File: config.mk
export PLATFORM = sky130hd
export DESIGN_NAME = gcm_ctr_scheduler
export DESIGN_NICKNAME = d
export VERILOG_FILES = /design/src/rtl/gcm_pkg.sv /design/src/rtl/gcm_ks_fifo.sv /design/src/rtl/gcm_ctr_scheduler.sv
export SDC_FILE = /design/constraint.sdc
export NUM_CORES = 2
export LEC_CHECK = 0
export BUFFER_PORTS_ARGS = -buffer_cell sky130_fd_sc_hd__buf_2
export CORE_ASPECT_RATIO = 0.5
export CORE_MARGIN = 3
export CORE_UTILIZATION = 35
export CTS_CLUSTER_SIZE = 10
export DETAILED_ROUTE_END_ITERATION = 10
export PLACE_DENSITY = 0.55
export REMOVE_ABC_BUFFERS = 1
export SYNTH_ARGS = -nofsm -noshare
export SYNTH_HDL_FRONTEND = slang
export SYNTH_HIERARCHICAL = 1
export SYNTH_SLANG_ARGS = --single-unit
File: constraint.sdc
create_clock -name clk -period 45 [get_ports clk]
set_input_delay 11.25 -clock clk [delete_from_list [all_inputs] [get_ports clk]]
set_output_delay 11.25 -clock clk [all_outputs]
set_load 0.02 [all_outputs]
File: src/rtl/gcm_pkg.sv
// Shared types and helpers for the GCM counter-mode scheduler.
// The optional GCM_SCHED_ASSERT_EN checks live in gcm_ctr_scheduler.sv.
`timescale 1ns/1ps
package gcm_pkg;

  typedef enum logic [1:0] {
    IDLE,
    ISSUE,
    WAIT
  } state_t;

  localparam int unsigned DEF_MAX_BATCH  = 5;
  localparam int unsigned DEF_FIFO_DEPTH = 8;
  localparam int unsigned DEF_LEN_W      = 16;

  // GCM inc32: only the low word counts, and it wraps silently.
  function automatic logic [127:0] inc32(input logic [127:0] blk);
    return {blk[127:32], blk[31:0] + 32'd1};
  endfunction

endpackage

File: src/rtl/gcm_ks_fifo.sv
// Keystream FIFO, 128-bit entries, DEPTH deep (DEPTH >= 2).
// Pushes when full and pops when empty are ignored.
`timescale 1ns/1ps
module gcm_ks_fifo #(
  parameter int unsigned DEPTH = 8
) (
  input  logic                         clk,
  input  logic                         rst_n,
  input  logic                         push,
  input  logic [127:0]                 push_data,
  input  logic                         pop,
  output logic [127:0]                 head,
  output logic                         full,
  output logic                         empty,
  output logic [$clog2(DEPTH+1)-1:0]   free_count
);
  localparam int unsigned AW = $clog2(DEPTH);
  localparam int unsigned CW = $clog2(DEPTH + 1);

  logic [127:0]  mem [DEPTH];
  logic [AW-1:0] wr_ptr;
  logic [AW-1:0] rd_ptr;
  logic [CW-1:0] count;
  logic          do_push;
  logic          do_pop;

  assign full       = (count == CW'(DEPTH));
  assign empty      = (count == '0);
  assign do_push    = push && !full;
  assign do_pop     = pop && !empty;
  assign head       = mem[rd_ptr];
  assign free_count = CW'(DEPTH) - count;

  function automatic logic [AW-1:0] bump(input logic [AW-1:0] p);
    return (p == AW'(DEPTH - 1)) ? '0 : p + AW'(1);
  endfunction

  always_ff @(posedge clk or negedge rst_n) begin
    if (!rst_n) begin
      wr_ptr <= '0;
      rd_ptr <= '0;
      count  <= '0;
    end else begin
      if (do_push) wr_ptr <= bump(wr_ptr);
      if (do_pop)  rd_ptr <= bump(rd_ptr);
      case ({do_push, do_pop})
        2'b10:   count <= count + CW'(1);
        2'b01:   count <= count - CW'(1);
        default: ;
      endcase
    end
  end

  // NOTE: the array is deliberately not reset; count/pointers alone say which
  // entries are valid, and a reset-free array can map onto RAM.
  always_ff @(posedge clk) begin
    if (do_push) mem[wr_ptr] <= push_data;
  end

endmodule

File: src/rtl/gcm_ctr_scheduler.sv
// Drives AES_main with inc32 counter blocks in bursts and buffers the keystream.
// Define GCM_SCHED_ASSERT_EN to compile simulation assertions and batch timing reports.
`timescale 1ns/1ps
module gcm_ctr_scheduler
  import gcm_pkg::*;
#(
  parameter int unsigned MAX_BATCH  = DEF_MAX_BATCH,
  parameter int unsigned FIFO_DEPTH = DEF_FIFO_DEPTH,
  parameter int unsigned LEN_W      = DEF_LEN_W
) (
  input  logic             clk,
  input  logic             rst_n,
  input  logic             req_valid,
  output logic             req_ready,
  input  logic [127:0]     req_key,
  input  logic [127:0]     req_j0,
  input  logic [LEN_W-1:0] req_nblk,
  output logic             aes_start,
  output logic [127:0]     aes_key,
  output logic [127:0]     aes_data_in,
  output logic [31:0]      aes_data_total,
  input  logic             aes_first_block_finish,
  input  logic [127:0]     aes_data_out,
  output logic             ks_valid,
  input  logic             ks_ready,
  output logic [127:0]     ks_data,
  output logic             ek0_valid,
  output logic [127:0]     ek0_data,
  output logic             busy,
  output logic             done
);
  localparam int unsigned BW = $clog2(MAX_BATCH + 1);
  localparam int unsigned CW = $clog2(FIFO_DEPTH + 1);
  localparam int unsigned RW = LEN_W + 1;

  state_t        state;
  logic [127:0]  ctr;
  logic [RW-1:0] remaining;
  logic [BW-1:0] batch;
  logic [BW-1:0] batch_q;
  logic [BW-1:0] issued;
  logic [BW-1:0] cap_idx;
  logic [CW-1:0] need;
  logic [CW-1:0] free_count;
  logic [127:0]  fifo_head;
  logic          j0_pending;
  logic          finish_q;
  logic          capturing;
  logic          ks_capture;
  logic          fifo_push;
  logic          fifo_full;
  logic          fifo_empty;

  // NOTE: every always_comb output gets a default first so no path infers a latch.
  always_comb begin
    batch = BW'(MAX_BATCH);
    if (remaining < RW'(MAX_BATCH)) batch = remaining[BW-1:0];
    // The J0 block goes to ek0_data, so it needs no FIFO slot.
    need = CW'(batch) - CW'(j0_pending);
  end

  assign ks_capture = (state == WAIT) && capturing && !(cap_idx == '0 && j0_pending);
  assign fifo_push  = ks_capture && !fifo_full;
  assign busy       = (state != IDLE);
  assign ks_valid   = !fifo_empty;
  assign ks_data    = ks_valid ? fifo_head : '0;

  gcm_ks_fifo #(.DEPTH(FIFO_DEPTH)) u_fifo (
    .clk        (clk),
    .rst_n      (rst_n),
    .push       (fifo_push),
    .push_data  (aes_data_out),
    .pop        (ks_ready),
    .head       (fifo_head),
    .full       (fifo_full),
    .empty      (fifo_empty),
    .free_count (free_count)
  );

  // NOTE: state is written with non-blocking assignments so every register
  // samples pre-edge values, independent of statement order.
  always_ff @(posedge clk or negedge rst_n) begin
    if (!rst_n) begin
      state          <= IDLE;
      req_ready      <= 1'b0;
      aes_start      <= 1'b0;
      aes_key        <= '0;
      aes_data_in    <= '0;
      aes_data_total <= '0;
      ek0_valid      <= 1'b0;
      ek0_data       <= '0;
      done           <= 1'b0;
      ctr            <= '0;
      remaining      <= '0;
      batch_q        <= '0;
      issued         <= '0;
      cap_idx        <= '0;
      j0_pending     <= 1'b0;
      finish_q       <= 1'b0;
      capturing      <= 1'b0;
    end else begin
      aes_start <= 1'b0;
      done      <= 1'b0;
      finish_q  <= aes_first_block_finish;
      case (state)
        IDLE: begin
          req_ready <= 1'b1;
          if (req_valid && req_ready) begin
            req_ready  <= 1'b0;
            aes_key    <= req_key;
            ctr        <= req_j0;
            remaining  <= {1'b0, req_nblk} + RW'(1);
            j0_pending <= 1'b1;
            ek0_valid  <= 1'b0;
            issued     <= '0;
            state      <= ISSUE;
          end
        end
        ISSUE: begin
          capturing <= 1'b0;
          cap_idx   <= '0;
          if (issued == '0) begin
            if (free_count >= need) begin
              aes_start      <= 1'b1;
              aes_data_in    <= ctr;
              aes_data_total <= 32'(batch);
              batch_q        <= batch;
              ctr            <= inc32(ctr);
              issued         <= BW'(1);
              if (batch == BW'(1)) begin
                issued <= '0;
                state  <= WAIT;
              end
            end
          end else begin
            aes_data_in <= ctr;
            ctr         <= inc32(ctr);
            issued      <= issued + BW'(1);
            if (issued + BW'(1) == batch_q) begin
              issued <= '0;
              state  <= WAIT;
            end
          end
        end
        WAIT: begin
          if (!capturing) begin
            if (aes_first_block_finish && !finish_q) begin
              capturing <= 1'b1;
              cap_idx   <= '0;
            end
          end else begin
            if (cap_idx == '0 && j0_pending) begin
              ek0_data  <= aes_data_out;
              ek0_valid <= 1'b1;
            end
            cap_idx <= cap_idx + BW'(1);
            if (cap_idx + BW'(1) == batch_q) begin
              capturing  <= 1'b0;
              j0_pending <= 1'b0;
              remaining  <= remaining - RW'(batch_q);
              if (remaining == RW'(batch_q)) begin
                done      <= 1'b1;
                req_ready <= 1'b1;
                state     <= IDLE;
              end else begin
                state <= ISSUE;
              end
            end
          end
        end
        default: state <= IDLE;
      endcase
    end
  end

`ifdef GCM_SCHED_ASSERT_EN
  logic [31:0] batch_cycles;

  always_ff @(posedge clk or negedge rst_n) begin
    if (!rst_n)         batch_cycles <= '0;
    else if (aes_start) batch_cycles <= 32'd1;
    else                batch_cycles <= batch_cycles + 32'd1;
  end

  always @(posedge clk) begin
    if (rst_n && state == WAIT && capturing && cap_idx + BW'(1) == batch_q)
      $display("gcm_ctr_scheduler: batch of %0d blocks took %0d cycles", batch_q, batch_cycles);
  end

  a_no_overflow: assert property (@(posedge clk) disable iff (!rst_n)
    ks_capture |-> !fifo_full);
  a_finish_in_wait: assert property (@(posedge clk) disable iff (!rst_n)
    (aes_first_block_finish && !finish_q) |-> (state == WAIT));
  a_stable_in_wait: assert property (@(posedge clk) disable iff (!rst_n)
    (state == WAIT && $past(state) == WAIT) |-> ($stable(aes_key) && $stable(aes_data_total)));
`endif

endmodule

==> flow_results.org <==
** Clock network
- The cell sitting at the root of the clock tree is a sky130_fd_sc_hd__clkbuf_16.
- TritonCTS clock tree :: yes
- Post-CTS timing repair inserted 0 buffers for setup.
- Number of buffers created by CTS :: 185
- Skew-Pair Late Insertion Delay :: 0.79 ns
- Clk slew on worst S/H paths :: 0.06 ns
- H-tree depth reported by CTS :: 4
- TritonCTS sink count :: 1581
- Maximum count of clock buffers along a single path :: 4
- Post-CTS resize count :: 0
- Hold repair after CTS inserted 0 buffers.

** Outcome
- The run finished with clean final reports.

** Floorplan
- After floorplanning, the core was sized to cover 178000 µm².
- The floorplan has 109 rows.
- The die is 306 µm tall.
- Die Span X :: 607 µm
- I/O pin count :: 955
- Die ar. :: 186000 µm²
- Starting density of the core :: 35.5%

** Drt
- Dividing the detail-routed via count by the number of cells gives 4.98.
- The detail route stage leaves a number of antenna-violating nets equal to 0.
- Detailed-route via count :: 34801
- For this run, the detailed router's first-pass iteration total came to 5.
- Dividing the detail-routed wire length by the instance count gives 23.3 µm.
- Number of DRC markers after the initial detailed-route iteration :: 2156
- Drc violations :: 0
- The final layout contains routed wiring with a total length of 163000 µm.

** Layout
- In the final layout, the share of cells above drive strength 1 is 41.0%.
- Nets :: 4915
- Fill cells in the final layout number 15969.
- The area growth from synthesis to layout is 19.5%.
- Sequential standard cell area :: 44700 µm²
- Summing all multi-input logic gate instances after layout gives 17400 µm².

** STA
- Number of endpoints with negative hold slack in the final report :: 0
- Max-slew violation total from the final report :: 0
- Maximum clock skew at final layout :: 0.0368 ns
- For this run, the top clock speed supported by timing is 62.9 MHz.
- In the finished design, the share of the clock period the worst path needs comes to 35.3%.
- Final setup violation count :: 0
- Worst relative slew slack :: 22.3%
- Worst slew pin tran :: 1.16 ns
- The routed design could run at a clock period as short as 15.89 ns.
- Fin Hold WS :: 0.471 ns
- For the final routed database, the setup TNS stands at 0 ns.
- Setup repair after global routing missed its margin :: no

** Setup path
- Family with the most delay on the worst path :: buffers and inverters
- Critical path required time :: 33.75 ns
- The signal on the critical path passes through buf_12 -> buf_4 -> mux4_2 -> mux2_2 -> nor2b_1 -> buf_2.
- Crit path DAT :: 4.64 ns
- The worst setup path is captured at a primary output.
- The worst setup path is launched from a flop.
- Classification of the worst setup path :: reg -> out
- Buffer and inverter count on the worst path :: 3
- Largest fanout on the critical path :: 142
- On the worst path, the slowest cell contributes a delay of 0.89 ns.
- Worst-path cell with the longest stage delay :: sky130_fd_sc_hd__dfrtp_4

** Global route
- Entering global routing, the biggest net connects 174 pins.
- Antenna violations before repair :: 25
- GRT Residual Overflow :: 0
- The number of global-route vias before repair came to 37267.
- The first global-routing pass estimated 243000 µm of wire.
- Global routing consumed, over all layers together, 17.3% of the routing resources.

** Synth
- Yosys warning total :: 6
- Synthesized netlist cell count :: 3509
- Post-synthesis cell area :: 63200 µm²
- Top_reg_cell synth :: sky130_fd_sc_hd__edfxtp_1
- Post-synth ARST share :: 35.2%
- Sorting the synthesized cells by area gives the leading types as sky130_fd_sc_hd__edfxtp_1 49%, sky130_fd_sc_hd__dfrtp_1 22%, sky130_fd_sc_hd__mux2_2 9.3%, sky130_fd_sc_hd__mux4_2 5.5%, sky130_fd_sc_hd__mux4_1 4.2%.
- The synthesized design contains 1581 register bits.
- The synthesized netlist contains 75 unique library cells.
- Mean cell area of the mapped netlist :: 18.0 µm²
- Fraction of the yosys area taken by sequential cells :: 70.8%
- The biggest area contributor in the post-synthesis netlist is sky130_fd_sc_hd__edfxtp_1.
- EDFF count, synth :: 1024
- Synth top area share :: 48.7%

** Run
- Count of max-cap constraint violations :: 0

** Power
- In this run the power density over the cells is 67.4 nW/µm².
- Lkg Pwr :: 29.5 nW
- Peak ir drop on the vdd network :: 0.0588 mV

** Placed design
- Routability congestion estimate :: 0.788
- Number of buffers added on ports :: 925
- After legalization and detailed placement, the total HPWL measured 101000 µm.

** Hold path
- The tightest min-delay check is of the reg -> reg type.
==> cells by family (layout without fill, tap and decap cells) <==
| group | after synthesis | count (layout) | share of synthesized area [%] |
|---|---|---|---|
| buffers and inverters | 247 | 1298 | 2.05 |
| other | 1 | 41 | 0.00594 |
| xor gates and xnor gates | 28 | 28 | 0.410 |
| AOI/OAI and AO/OA | 270 | 270 | 2.56 |
| adders and majority gates | 30 | 30 | 0.618 |
| muxes | 783 | 783 | 19.1 |
| DFF | 1581 | 1581 | 70.8 |
| and+or+nand+nor | 569 | 569 | 4.48 |
==> placed cells by master (no fill, tap or decap), types with 6 or more instances in the layout <==
cell type,instances
sky130_fd_sc_hd__a21o_1,6
sky130_fd_sc_hd__a21oi_1,33
sky130_fd_sc_hd__a22o_1,7
sky130_fd_sc_hd__a31oi_1,6
sky130_fd_sc_hd__and4_1,7
sky130_fd_sc_hd__buf_12,7
sky130_fd_sc_hd__buf_2,924
sky130_fd_sc_hd__buf_4,42
sky130_fd_sc_hd__clkbuf_1,98
sky130_fd_sc_hd__clkbuf_16,190
sky130_fd_sc_hd__conb_1,29
sky130_fd_sc_hd__dfrtp_1,554
sky130_fd_sc_hd__diode_2,12
sky130_fd_sc_hd__edfxtp_1,1024
sky130_fd_sc_hd__ha_1,28
sky130_fd_sc_hd__inv_1,28
sky130_fd_sc_hd__mux2_2,520
sky130_fd_sc_hd__mux2i_1,6
sky130_fd_sc_hd__mux4_1,101
sky130_fd_sc_hd__mux4_2,155
sky130_fd_sc_hd__nand2_1,259
sky130_fd_sc_hd__nand2b_1,7
sky130_fd_sc_hd__nand3_1,39
sky130_fd_sc_hd__nand4_1,13
sky130_fd_sc_hd__nor2_1,39
sky130_fd_sc_hd__nor2b_1,133
sky130_fd_sc_hd__nor3_1,17
sky130_fd_sc_hd__nor3b_1,6
sky130_fd_sc_hd__nor4_1,8
sky130_fd_sc_hd__o21ai_0,149
sky130_fd_sc_hd__o22ai_1,17
sky130_fd_sc_hd__or4_1,7
sky130_fd_sc_hd__xnor2_1,15
sky130_fd_sc_hd__xor2_1,12
==> per-layer routing <==
metal,GRT usage [%],wire (µm),up-vias
met2,31.7,88500,730
li1,-,-,15460
met3,2.94,6400,276
met5,0,82,-
met4,5.24,4660,12
met1,20.6,63500,18323
==> synth_stat cells, types with 21 or more instances <==
master	number
sky130_fd_sc_hd__ha_1	28
sky130_fd_sc_hd__mux4_2	155
sky130_fd_sc_hd__nor2b_1	133
sky130_fd_sc_hd__mux2_2	520
sky130_fd_sc_hd__buf_6	24
sky130_fd_sc_hd__nor3_1	21
sky130_fd_sc_hd__nand2_1	259
sky130_fd_sc_hd__clkbuf_1	110
sky130_fd_sc_hd__nand3_1	41
sky130_fd_sc_hd__edfxtp_1	1024
sky130_fd_sc_hd__dfrtp_1	557
sky130_fd_sc_hd__a21oi_1	33
sky130_fd_sc_hd__o21ai_0	149
sky130_fd_sc_hd__buf_4	31
sky130_fd_sc_hd__buf_2	32
sky130_fd_sc_hd__nor2_1	43
sky130_fd_sc_hd__mux4_1	101
sky130_fd_sc_hd__inv_1	28
==> stage by stage <==
stage               instances  setup WS [ns]  power [W]  cell area (µm²)  utilization [%]
floorplan                3319          23.41    0.00334            62100                -
global placement         6679          29.92    0.00379            70300             39.5
detailed placement       6679          29.90    0.00382            70300             39.5
CTS                      6974          29.01    0.00518            75500             42.4
global route             6981          28.88    0.00537            75500             42.4
finish                   6986          29.11    0.00509            75500             42.4
==> report_power, final <==
group,internal [W],total [W],switching [W]
sequential,0.00178,0.00194,0.000167
clock,0.000774,0.00134,0.000562
combinational,0.000773,0.00181,0.00104
total,0.00332,0.00509,0.00177
==> area by class of cell <==
| cell class | instances | area share, % |
|---|---|---|
| Sequential cell | 1581 | 59.2 |
| Inverter | 29 | 0.146 |
| Clock buffer | 289 | 6.80 |
| Clock inverter | 6 | 0.0812 |
| Antenna cell | 12 | 0.0398 |
| Timing Repair Buffer | 974 | 6.75 |
| Tap cell | 2386 | 3.95 |
| Multi-Input combinational cell | 1709 | 23.0 |
==> path summary, 6_finish.rpt <==
path | startpoint | slack, ns | endpoint | depth (start not counted)
min | ctr[82] | 0.47 | ctr[82] | 2
max | u_fifo/rd_ptr[1] | 29.11 | ks_data[111] | 6
min in group asynchronous | rst_n | 10.51 | ek0_data[17] | 1
max reg2reg | remaining[10] | 39.45 | aes_data_in[32] | 14
max in group asynchronous | rst_n | 32.08 | aes_data_in[96] | 3
min reg2reg | ctr[82] | 0.47 | ctr[82] | 2
==> sequential cells by signal, indices dropped and copies added, names as in the netlist, 4 cells and up <==
signal,cells
aes_key,128
u_fifo/count,4
ek0_data,128
aes_data_in,128
u_fifo/mem,1024
remaining,17
ctr,128
==> tightest hold or removal path, cell delays in order, from the launching register on <==
cell                      delay (ns)
sky130_fd_sc_hd__dfrtp_1        0.33
sky130_fd_sc_hd__nand2_1        0.04
sky130_fd_sc_hd__o21ai_0        0.06
Power figures use the tool's default switching activity.
